File: src/rtl/if_fetch_queue_if.sv
// Fetch-stage bus bundle: instruction memory port, redirect input and ID-stage handshake.
interface if_fetch_queue_if;
  logic        imem_req;
  logic [31:0] imem_addr;
  logic [31:0] imem_rdata;
  logic        redirect_valid;
  logic [31:0] redirect_pc;
  logic        id_valid;
  logic        id_ready;
  logic [31:0] id_instr;
  logic [31:0] id_pc;
  logic [31:0] id_pc4;

  // Fetch queue side
  modport master (
    output imem_req, imem_addr, id_valid, id_instr, id_pc, id_pc4,
    input  imem_rdata, redirect_valid, redirect_pc, id_ready
  );

  // Memory / branch unit / ID stage side
  modport slave (
    input  imem_req, imem_addr, id_valid, id_instr, id_pc, id_pc4,
    output imem_rdata, redirect_valid, redirect_pc, id_ready
  );
endinterface

File: src/rtl/if_fetch_queue.sv
// Instruction-fetch front end: owns the fetch PC, issues word reads to a
// one-cycle synchronous imem and buffers {instr, pc, pc+4} for the ID stage.
module if_fetch_queue #(
  parameter int unsigned DEPTH    = 2,
  parameter logic [31:0] RESET_PC = 32'h0000_0000
) (
  input  logic           clk,
  input  logic           rst,
  if_fetch_queue_if.master bus
);

  localparam int unsigned PW = $clog2(DEPTH);
  localparam int unsigned CW = $clog2(DEPTH + 1);
  localparam int unsigned OW = CW + 1;

  typedef struct packed {
    logic [31:0] instr;
    logic [31:0] pc;
    logic [31:0] pc4;
  } entry_t;

  entry_t        mem [DEPTH];
  logic [PW-1:0] rd_ptr, rd_ptr_nxt;
  logic [PW-1:0] wr_ptr, wr_ptr_nxt;
  logic [CW-1:0] count, count_nxt;
  logic          inflight;
  logic [31:0]   inflight_pc;
  logic [31:0]   fetch_pc, fetch_pc_nxt;
  logic          valid_q, valid_nxt;
  entry_t        head_q, head_nxt;
  entry_t        push_entry;
  logic          pop, push, issue;

  // Handshake decode, issue decision and next FIFO/head state
  always_comb begin
    pop        = valid_q & ~rst & bus.id_ready;
    push       = inflight & ~bus.redirect_valid;
    // Count the outstanding response as occupied; a same-cycle pop frees a slot.
    issue      = ~rst & ~bus.redirect_valid &
                 ((OW'(count) + OW'(inflight)) < (OW'(DEPTH) + OW'(pop)));
    push_entry = '{instr: bus.imem_rdata, pc: inflight_pc, pc4: inflight_pc + 32'd4};

    rd_ptr_nxt   = pop  ? rd_ptr + PW'(1) : rd_ptr;
    wr_ptr_nxt   = push ? wr_ptr + PW'(1) : wr_ptr;
    count_nxt    = count + CW'(push) - CW'(pop);
    fetch_pc_nxt = issue ? fetch_pc + 32'd4 : fetch_pc;
    valid_nxt    = (count_nxt != '0);

    // The new head bypasses the array when the pushed entry lands at the read slot.
    head_nxt = '0;
    if (valid_nxt) begin
      if (push && (wr_ptr == rd_ptr_nxt)) head_nxt = push_entry;
      else                                head_nxt = mem[rd_ptr_nxt];
    end
  end

  // Control state: reset beats redirect, redirect flushes everything
  always_ff @(posedge clk) begin
    if (rst) begin
      fetch_pc    <= RESET_PC;
      rd_ptr      <= '0;
      wr_ptr      <= '0;
      count       <= '0;
      inflight    <= 1'b0;
      inflight_pc <= '0;
      valid_q     <= 1'b0;
      head_q      <= '0;
    end else if (bus.redirect_valid) begin
      fetch_pc    <= bus.redirect_pc & 32'hFFFF_FFFC;
      rd_ptr      <= '0;
      wr_ptr      <= '0;
      count       <= '0;
      inflight    <= 1'b0;
      valid_q     <= 1'b0;
      head_q      <= '0;
    end else begin
      fetch_pc    <= fetch_pc_nxt;
      rd_ptr      <= rd_ptr_nxt;
      wr_ptr      <= wr_ptr_nxt;
      count       <= count_nxt;
      inflight    <= issue;
      if (issue) inflight_pc <= fetch_pc;
      valid_q     <= valid_nxt;
      head_q      <= head_nxt;
    end
  end

  // FIFO storage write; contents need no reset since count gates visibility
  always_ff @(posedge clk) begin
    if (!rst && push) mem[wr_ptr] <= push_entry;
  end

  // Outputs are forced to their reset values while rst is asserted
  assign bus.imem_req  = issue;
  assign bus.imem_addr = rst ? RESET_PC : fetch_pc;
  assign bus.id_valid  = valid_q & ~rst;
  assign bus.id_instr  = rst ? 32'h0 : head_q.instr;
  assign bus.id_pc     = rst ? 32'h0 : head_q.pc;
  assign bus.id_pc4    = rst ? 32'h0 : head_q.pc4;

endmodule

File: src/flat_wrapper.sv
// flat-port wrapper written by rule: the top's interface ports become plain ports
module if_fetch_queue_flat 
#(
  parameter int unsigned DEPTH    = 2,
  parameter logic [31:0] RESET_PC = 32'h0000_0000
)
  (clk, rst, bus_imem_req, bus_imem_addr, bus_id_valid, bus_id_instr, bus_id_pc, bus_id_pc4, bus_imem_rdata, bus_redirect_valid, bus_redirect_pc, bus_id_ready);
  if_fetch_queue_if bus_i ();
  input  logic clk;
  input  logic rst;
  output wire logic [$bits(bus_i.imem_req)-1:0] bus_imem_req;
  output wire logic [$bits(bus_i.imem_addr)-1:0] bus_imem_addr;
  output wire logic [$bits(bus_i.id_valid)-1:0] bus_id_valid;
  output wire logic [$bits(bus_i.id_instr)-1:0] bus_id_instr;
  output wire logic [$bits(bus_i.id_pc)-1:0] bus_id_pc;
  output wire logic [$bits(bus_i.id_pc4)-1:0] bus_id_pc4;
  input wire logic [$bits(bus_i.imem_rdata)-1:0] bus_imem_rdata;
  input wire logic [$bits(bus_i.redirect_valid)-1:0] bus_redirect_valid;
  input wire logic [$bits(bus_i.redirect_pc)-1:0] bus_redirect_pc;
  input wire logic [$bits(bus_i.id_ready)-1:0] bus_id_ready;
  assign bus_imem_req = bus_i.imem_req;
  assign bus_imem_addr = bus_i.imem_addr;
  assign bus_id_valid = bus_i.id_valid;
  assign bus_id_instr = bus_i.id_instr;
  assign bus_id_pc = bus_i.id_pc;
  assign bus_id_pc4 = bus_i.id_pc4;
  assign bus_i.imem_rdata = bus_imem_rdata;
  assign bus_i.redirect_valid = bus_redirect_valid;
  assign bus_i.redirect_pc = bus_redirect_pc;
  assign bus_i.id_ready = bus_id_ready;
  if_fetch_queue #(.DEPTH(DEPTH), .RESET_PC(RESET_PC)) u_core (.clk(clk), .rst(rst), .bus(bus_i));
endmodule
File: config.mk
export PLATFORM = sky130hd
export DESIGN_NAME = if_fetch_queue_flat
export DESIGN_NICKNAME = d
export VERILOG_FILES = /design/src/rtl/if_fetch_queue_if.sv /design/src/rtl/if_fetch_queue.sv /design/src/flat_wrapper.sv
export SDC_FILE = /design/constraint.sdc
export NUM_CORES = 1
export LEC_CHECK = 0
export ABC_AREA = 1
export CAP_MARGIN = 5
export CORE_MARGIN = 4
export CORE_UTILIZATION = 50
export CTS_CLUSTER_DIAMETER = 200
export DETAILED_ROUTE_END_ITERATION = 8
export PLACE_DENSITY = 0.85
export SLEW_MARGIN = 20
export SYNTH_ARGS = -nofsm -noshare
export SYNTH_HDL_FRONTEND = slang
export SYNTH_SLANG_ARGS = --single-unit
File: constraint.sdc
create_clock -name clk -period 4.85 [get_ports clk]
set_input_delay 0.485 -clock clk [delete_from_list [all_inputs] [get_ports clk]]
set_output_delay 0.485 -clock clk [all_outputs]
set_load 0.01 [all_outputs]
### Word level (Yosys, flattened, before mapping)

Memory sizes are Yosys's and may differ from the RTL's. A register that Yosys moved wholly into a read port is not among the register bits.
Index checks and enable logic that the tools add are counted.

* logic and storage cells: 42
* bits in writable memories: 192
* bits of input ports: 68
* flip-flop bits (word level): 70
* memories: 1
* output and inout bits: 130

* $add $sub $neg: 8
* bitwise operators: 8
* multiplexer cells: 9
* magnitude comparators: 1
* reductions and logical operators: 7

Memory list
* u_core.mem: depth 2, bits a word 96, rd ports 1, clocked after memory_dff 1, wr ports 1, line if_fetch_queue.sv:22 `entry_t mem [DEPTH];`

Operators by type and width (count)
* $mux 32: 6
* $add 32x3->32 const B: 2
* $and 1x1->1: 5
* $reduce_bool 2->1: 2
* $add 2x1->3: 1
* $add 2x1->3 const A: 1
* $lt 3x3->1: 1
* $mux 1: 3
* $not 1->1: 3
* $reduce_or 3->1: 1
* $add 1x1->1 const B: 2
* $add 2x1->2: 1
* $reduce_and 2->1: 1
* $reduce_or 2->1: 1
* $sub 2x1->2: 1
* $logic_and 1x1->1: 1
* $logic_not 1->1: 1

### Logic depth before layout (Yosys ltp)

* depth in word-level cells: 8
* mapped depth: 12
* depth with buffers taken out: 10

### Least setup slack after synthesis

No wires, ideal clock.

* kind: input to register
* start point: input bus_redirect_valid
* end point: memory u_core.mem[0][10] (netlist bit) (enable)
* arrival time: 4758 ps
* stages: 5
* path slack: -451 ps
* cell sequence: inv_2 -> nand2_1 -> nor2_1 -> inv_1 -> nor2_1

* cells in the longest elaborated chain, start to end: 5

Ends and longest elaborated chain
* from (decl): line flat_wrapper.sv:18 `input wire logic [$bits(bus_i.redirect_valid)-1:0] bus_redirect_valid;`
* $not 1->1: line if_fetch_queue.sv:37 `push = inflight & ~bus.redirect_valid;`
* $and 1x1->1: line if_fetch_queue.sv:37
* $logic_and 1x1->1: line if_fetch_queue.sv:90 `if (!rst && push) mem[wr_ptr] <= push_entry;`
* $mux 1: line if_fetch_queue.sv:90
* $mux 1 (implied by the code): line if_fetch_queue.sv:90
* to (decl): line if_fetch_queue.sv:22

Every way passes these cells.

### Worst setup path after layout

* start point: input bus_redirect_valid
* end point: output bus_imem_req

* cells in the longest elaborated chain, start to end: 3

Ends and longest elaborated chain
* $not 1->1: line if_fetch_queue.sv:39 `issue = ~rst & ~bus.redirect_valid &`
* $and 1x1->1 (2 in series): line if_fetch_queue.sv:39
* to (decl): line flat_wrapper.sv:11 `output wire logic [$bits(bus_i.imem_req)-1:0] bus_imem_req;`

Every way passes these cells.

==> results by stage <==
Outcome:
- The flow ran to the end, and the final reports show no timing, DRC or antenna violations.

Clock network:
- Counting the buffers created by CTS gives 36.
- Once the clock tree was built, the resizer swapped 0 gates to a different size.
- The number of hold buffers added after CTS was 0.
- The number of setup buffers added after CTS is 0.
- Counting every sink on the clock net gives 342.
- The maximum level of the CTS H-tree is 2.
- The CTS tree is done.
- The root buffer selected by CTS is sky130_fd_sc_hd__clkbuf_16.
- After clock tree synthesis, the clock-pin slew on the worst setup and hold paths is around 0.06 ns.
- The insertion delay of the later-clocked pin in the worst-skew pair is around 0.52 ns.
- Counting along the longest clock path gives a buffer depth of 3.

Power and ir drop:
- The combinational share of power is 6.3%.
- Per report_power, the clock group accounts for a little over two fifths of the total.
- In this run switching power makes up 22.40% of total power.
- In this run the power spent charging and discharging nets is 1.423 mW.
- The static leakage power is 7.308 nW.
- The largest vdd supply drop is around 0.22 mV.
- The ratio of total power to cell area is 343.6 nW/µm².
- The overall power consumption is 6.354 mW.
- Cell internal power was estimated by the tool at 4.930 mW.
- The sequential share of power is 50.3%.

Cells and area:
- The number of nets in the final layout is just over 2k.
- Of the cells placed in the final design, the portion with a size suffix greater than 1 is 4.247%.
- The total inserted antenna cells is 0.
- Compared with the post-synthesis result, the final layout area differs by 21.90%.
- The finished cells cover 18490 µm².
- The count of fill cells added during filler insertion is roughly 2.5k.

Synthesis:
- In the post-synthesis netlist, the biggest area contributors are sky130_fd_sc_hd__edfxtp_1 (36%), sky130_fd_sc_hd__dfxtp_1 (21%), sky130_fd_sc_hd__nand2_1 (10%).
- The Yosys warning count is 0.
- Yosys mapped the design onto 27 distinct sky130hd cell types.
- The post-synthesis sequential area ratio is between 50% and 60%.
- The dominant cell type by area after synthesis is sky130_fd_sc_hd__edfxtp_1.
- The average cell area after synthesis is 8.201 µm².
- The area fraction of the dominant cell type after synthesis is 36.42%.
- The mapped netlist covers 15170 µm².
- In the synthesized netlist, the number of instances is 1850.
- The post-synthesis sequential element count is around 340.

Hold path:
- The worst hold path belongs to the class reg2reg.

Critical path:
- The master of the slowest instance on the critical path is sky130_fd_sc_hd__clkdlybuf4s50_1.
- The cell class contributing the biggest share of worst-path delay is buffers and inverters.
- The kind of start point of the critical path is a primary input.
- The sum of buffers and inverters on the critical path is 5.
- The type of element capturing the critical path is an output port.
- The largest single stage delay on the critical path is ~0.54 ns.
- The data required time at the worst endpoint is 4.37 ns.
- Traced cell by cell, the critical path runs through clkdlybuf4s50_1 -> inv_2 -> nand2_1 -> nor2_1 -> nand2_1 -> buf_4 -> inv_2 -> clkdlybuf4s50_1.
- The type of the worst setup path is in2out.
- Of all nets on the critical path, the largest fanout is 31.
- Data on the critical path arrives at its endpoint at 2.66 ns.

Global routing:
- The via count of the first global-routing pass is roughly 12k.
- The number of antenna violations at the first check in global routing is 0.
- The total global-route track usage is 22.23%.
- Entering global routing, the biggest net connects 94 pins.
- The first global-routing pass estimated 60750 µm of wire.
- The total congestion overflow after global routing is 0.

Route:
- The detailed router placed 12.66k vias in this run.
- The per-cell via count in the routed design is 5.241.
- After detailed routing, the average wire length per cell comes to 15.92 µm.
- The number of iterations in the first detailed-routing pass is 6.
- The post-detailed-route count of antenna-violating nets is 0.
- The first routing iteration left 1324 violations.
- The number of design rule violations left after detail routing is 0.
- The routed design has 38450 µm of wire.

Die:
- The die boundary height is between 150 and 200 µm.
- Row generation in the floorplan step produced 63 rows.
- The number of top-level pins is 198.
- The area inside the core boundary is approximately 30000 µm².
- The overall die width is 182.2 µm.
- The area enclosed by the die boundary is 33200 µm².
- The effective utilization at floorplan is 50.92%.

STA:
- The transition time at the pin with the least slew margin is ~1.1 ns.
- The minimum period implied by the final worst setup slack is 3.143 ns.
- Setup repair after global routing left no endpoint under its margin.
- In this run the tightest slew margin relative to its limit is 25.29%.
- The number of endpoints failing setup at the final stage is 0.
- The largest clock skew in the final design is 0.01344 ns.
- The number of pins with negative max-slew slack in the final report is 0.
- The post-route setup TNS is 0 ns.
- Based on the critical path, the design can be clocked at up to between 300 and 400 MHz.
- Of the available clock period, the critical path in the final layout requires 64.81%.
- The final worst setup slack is about 1.7 ns.
- The number of failing hold endpoints at the final stage is 0.

Placement:
- The placer's final routability congestion estimate is 0.9564.
- The post-placement worst setup slack is 1.449 ns.
- Once detailed placement completed, the half-perimeter wirelength came to roughly 25000 µm.
- The placed standard-cell area is 17300 µm².
- The port buffer count is 189.

Run:
- The number of max-capacitance violations reported is 0.
-- stage by stage --
step / util (%) / hold slack [ns] / cells
2_1_floorplan: - / 0.4202 / 1855
3_3_place_gp: 58.06 / 0.4919 / 2349
3_5_place_dp: 58.06 / 0.5021 / 2349
4_1_cts: 62.07 / 0.5026 / 2415
5_1_grt: 62.07 / 0.5271 / 2415
6_report: 62.07 / 0.5201 / 2415
-- cells by family (layout without fill, tap and decap cells) --
| group | count (synthesis) | in the layout | share of synthesized area, % |
|---|---|---|---|
| AOI/OAI and AO/OA | 110 | 110 | 3.695 |
| adders and majority gates | 5 | 5 | 0.4123 |
| DFF | 342 | 342 | 57.27 |
| and+or+nand+nor | 1078 | 1078 | 29.05 |
| buffers and inverters | 285 | 455 | 7.876 |
| other | 1 | 6 | 0.02472 |
| xor gates and xnor gates | 29 | 29 | 1.674 |
-- final timing paths --
path,startpoint,endpoint,slack (ns),cells past startpoint
max,bus_redirect_valid,bus_imem_req,1.71,8
min,u_core.fetch_pc[3],u_core.inflight_pc[3],0.52,2
min reg2reg,u_core.fetch_pc[3],u_core.inflight_pc[3],0.52,2
max reg2reg,u_core.valid_q,u_core.head_q[55],2.25,10
-- cells in the final DEF (no fill, tap or decap) --
cell type                         Yosys  routed
sky130_fd_sc_hd__a21boi_0             2       2
sky130_fd_sc_hd__a21oi_1             61      61
sky130_fd_sc_hd__a22oi_1              1       1
sky130_fd_sc_hd__and2_1               3       3
sky130_fd_sc_hd__buf_12               0       5
sky130_fd_sc_hd__buf_4                7      14
sky130_fd_sc_hd__bufinv_16            0       3
sky130_fd_sc_hd__clkbuf_1            55       9
sky130_fd_sc_hd__clkbuf_16            0      37
sky130_fd_sc_hd__clkbuf_8             0       5
sky130_fd_sc_hd__clkdlybuf4s50_1      0     188
sky130_fd_sc_hd__clkinv_1             0       3
sky130_fd_sc_hd__clkinv_2             0       4
sky130_fd_sc_hd__clkinv_4             0       1
sky130_fd_sc_hd__clkinvlp_4           0       1
sky130_fd_sc_hd__conb_1               1       6
sky130_fd_sc_hd__dfxtp_1            158     158
sky130_fd_sc_hd__edfxtp_1           184     184
sky130_fd_sc_hd__ha_1                 5       5
sky130_fd_sc_hd__inv_1              179     179
sky130_fd_sc_hd__inv_2                3       3
sky130_fd_sc_hd__inv_6                0       2
sky130_fd_sc_hd__inv_8                0       1
sky130_fd_sc_hd__nand2_1            415     411
sky130_fd_sc_hd__nand2_4              0       4
sky130_fd_sc_hd__nand3_1            234     234
sky130_fd_sc_hd__nand3_2              1       1
sky130_fd_sc_hd__nand3b_1            11      11
sky130_fd_sc_hd__nand4_1              2       2
sky130_fd_sc_hd__nor2_1             408     406
sky130_fd_sc_hd__nor2_2               3       3
sky130_fd_sc_hd__nor2_4               0       2
sky130_fd_sc_hd__nor3_1               1       1
sky130_fd_sc_hd__o21a_1               1       1
sky130_fd_sc_hd__o21ai_0             45      45
sky130_fd_sc_hd__xnor2_1             10      10
sky130_fd_sc_hd__xor2_1              19      19
-- metal layers --
| metal | wire length (µm) | global-route usage (%) |
|---|---|---|
| met5 | 0 | 0 |
| met4 | 881 | 6.244 |
| met3 | 3270 | 3.807 |
| met2 | 18250 | 37.46 |
| met1 | 16040 | 29.82 |
-- final cells by class --
cell class,count,area (µm²),share of cell area [%]
timing repair buffer,207,2087,11.28
tap,390,488.0,2.639
clock buffer,51,1028,5.561
clock inverter,15,166.4,0.8998
inverter,182,683.2,3.694
sequential,342,8688,46.98
multi-input combinational,1228,5353,28.94
-- worst reg2reg max path: cells and delay by family (launching register included) --
| family | cells | cell delay, ns |
|---|---|---|
| fa+ha+maj | 1 | 0.20 |
| buf+inv | 1 | 0.42 |
| simple gates | 5 | 1.03 |
| flops | 1 | 0.41 |
| xor+xnor | 3 | 0.48 |
-- power groups by stage --
stage	logic [mW]	clock network, mW	registers, mW
finish	0.402	2.76	3.19
detailed placement	0.396	0	3.25
CTS	0.400	2.79	3.19
floorplan	0.237	0	3.23
global route	0.446	2.92	3.20
global placement	0.386	0	3.25
-- Yosys cell counts, drive strengths merged --
cell,n
xor2,19
nor2,411
edfxtp,184
nor3,1
a22oi,1
nand3b,11
o21a,1
ha,5
inv,182
and2,3
nand2,415
dfxtp,158
a21oi,61
a21boi,2
buf,48
clkbuf,55
xnor2,10
o21ai,45
nand4,2
conb,1
nand3,235
-- flip-flops by register name, summed over array words and instances (netlist names) --
signal,flops
u_core.count,2
u_core.fetch_pc,30
u_core.head_q,92
u_core.inflight,1
u_core.inflight_pc,30
u_core.mem,184
u_core.rd_ptr,1
u_core.valid_q,1
u_core.wr_ptr,1
No activity file was read; power rests on OpenSTA's default activity.
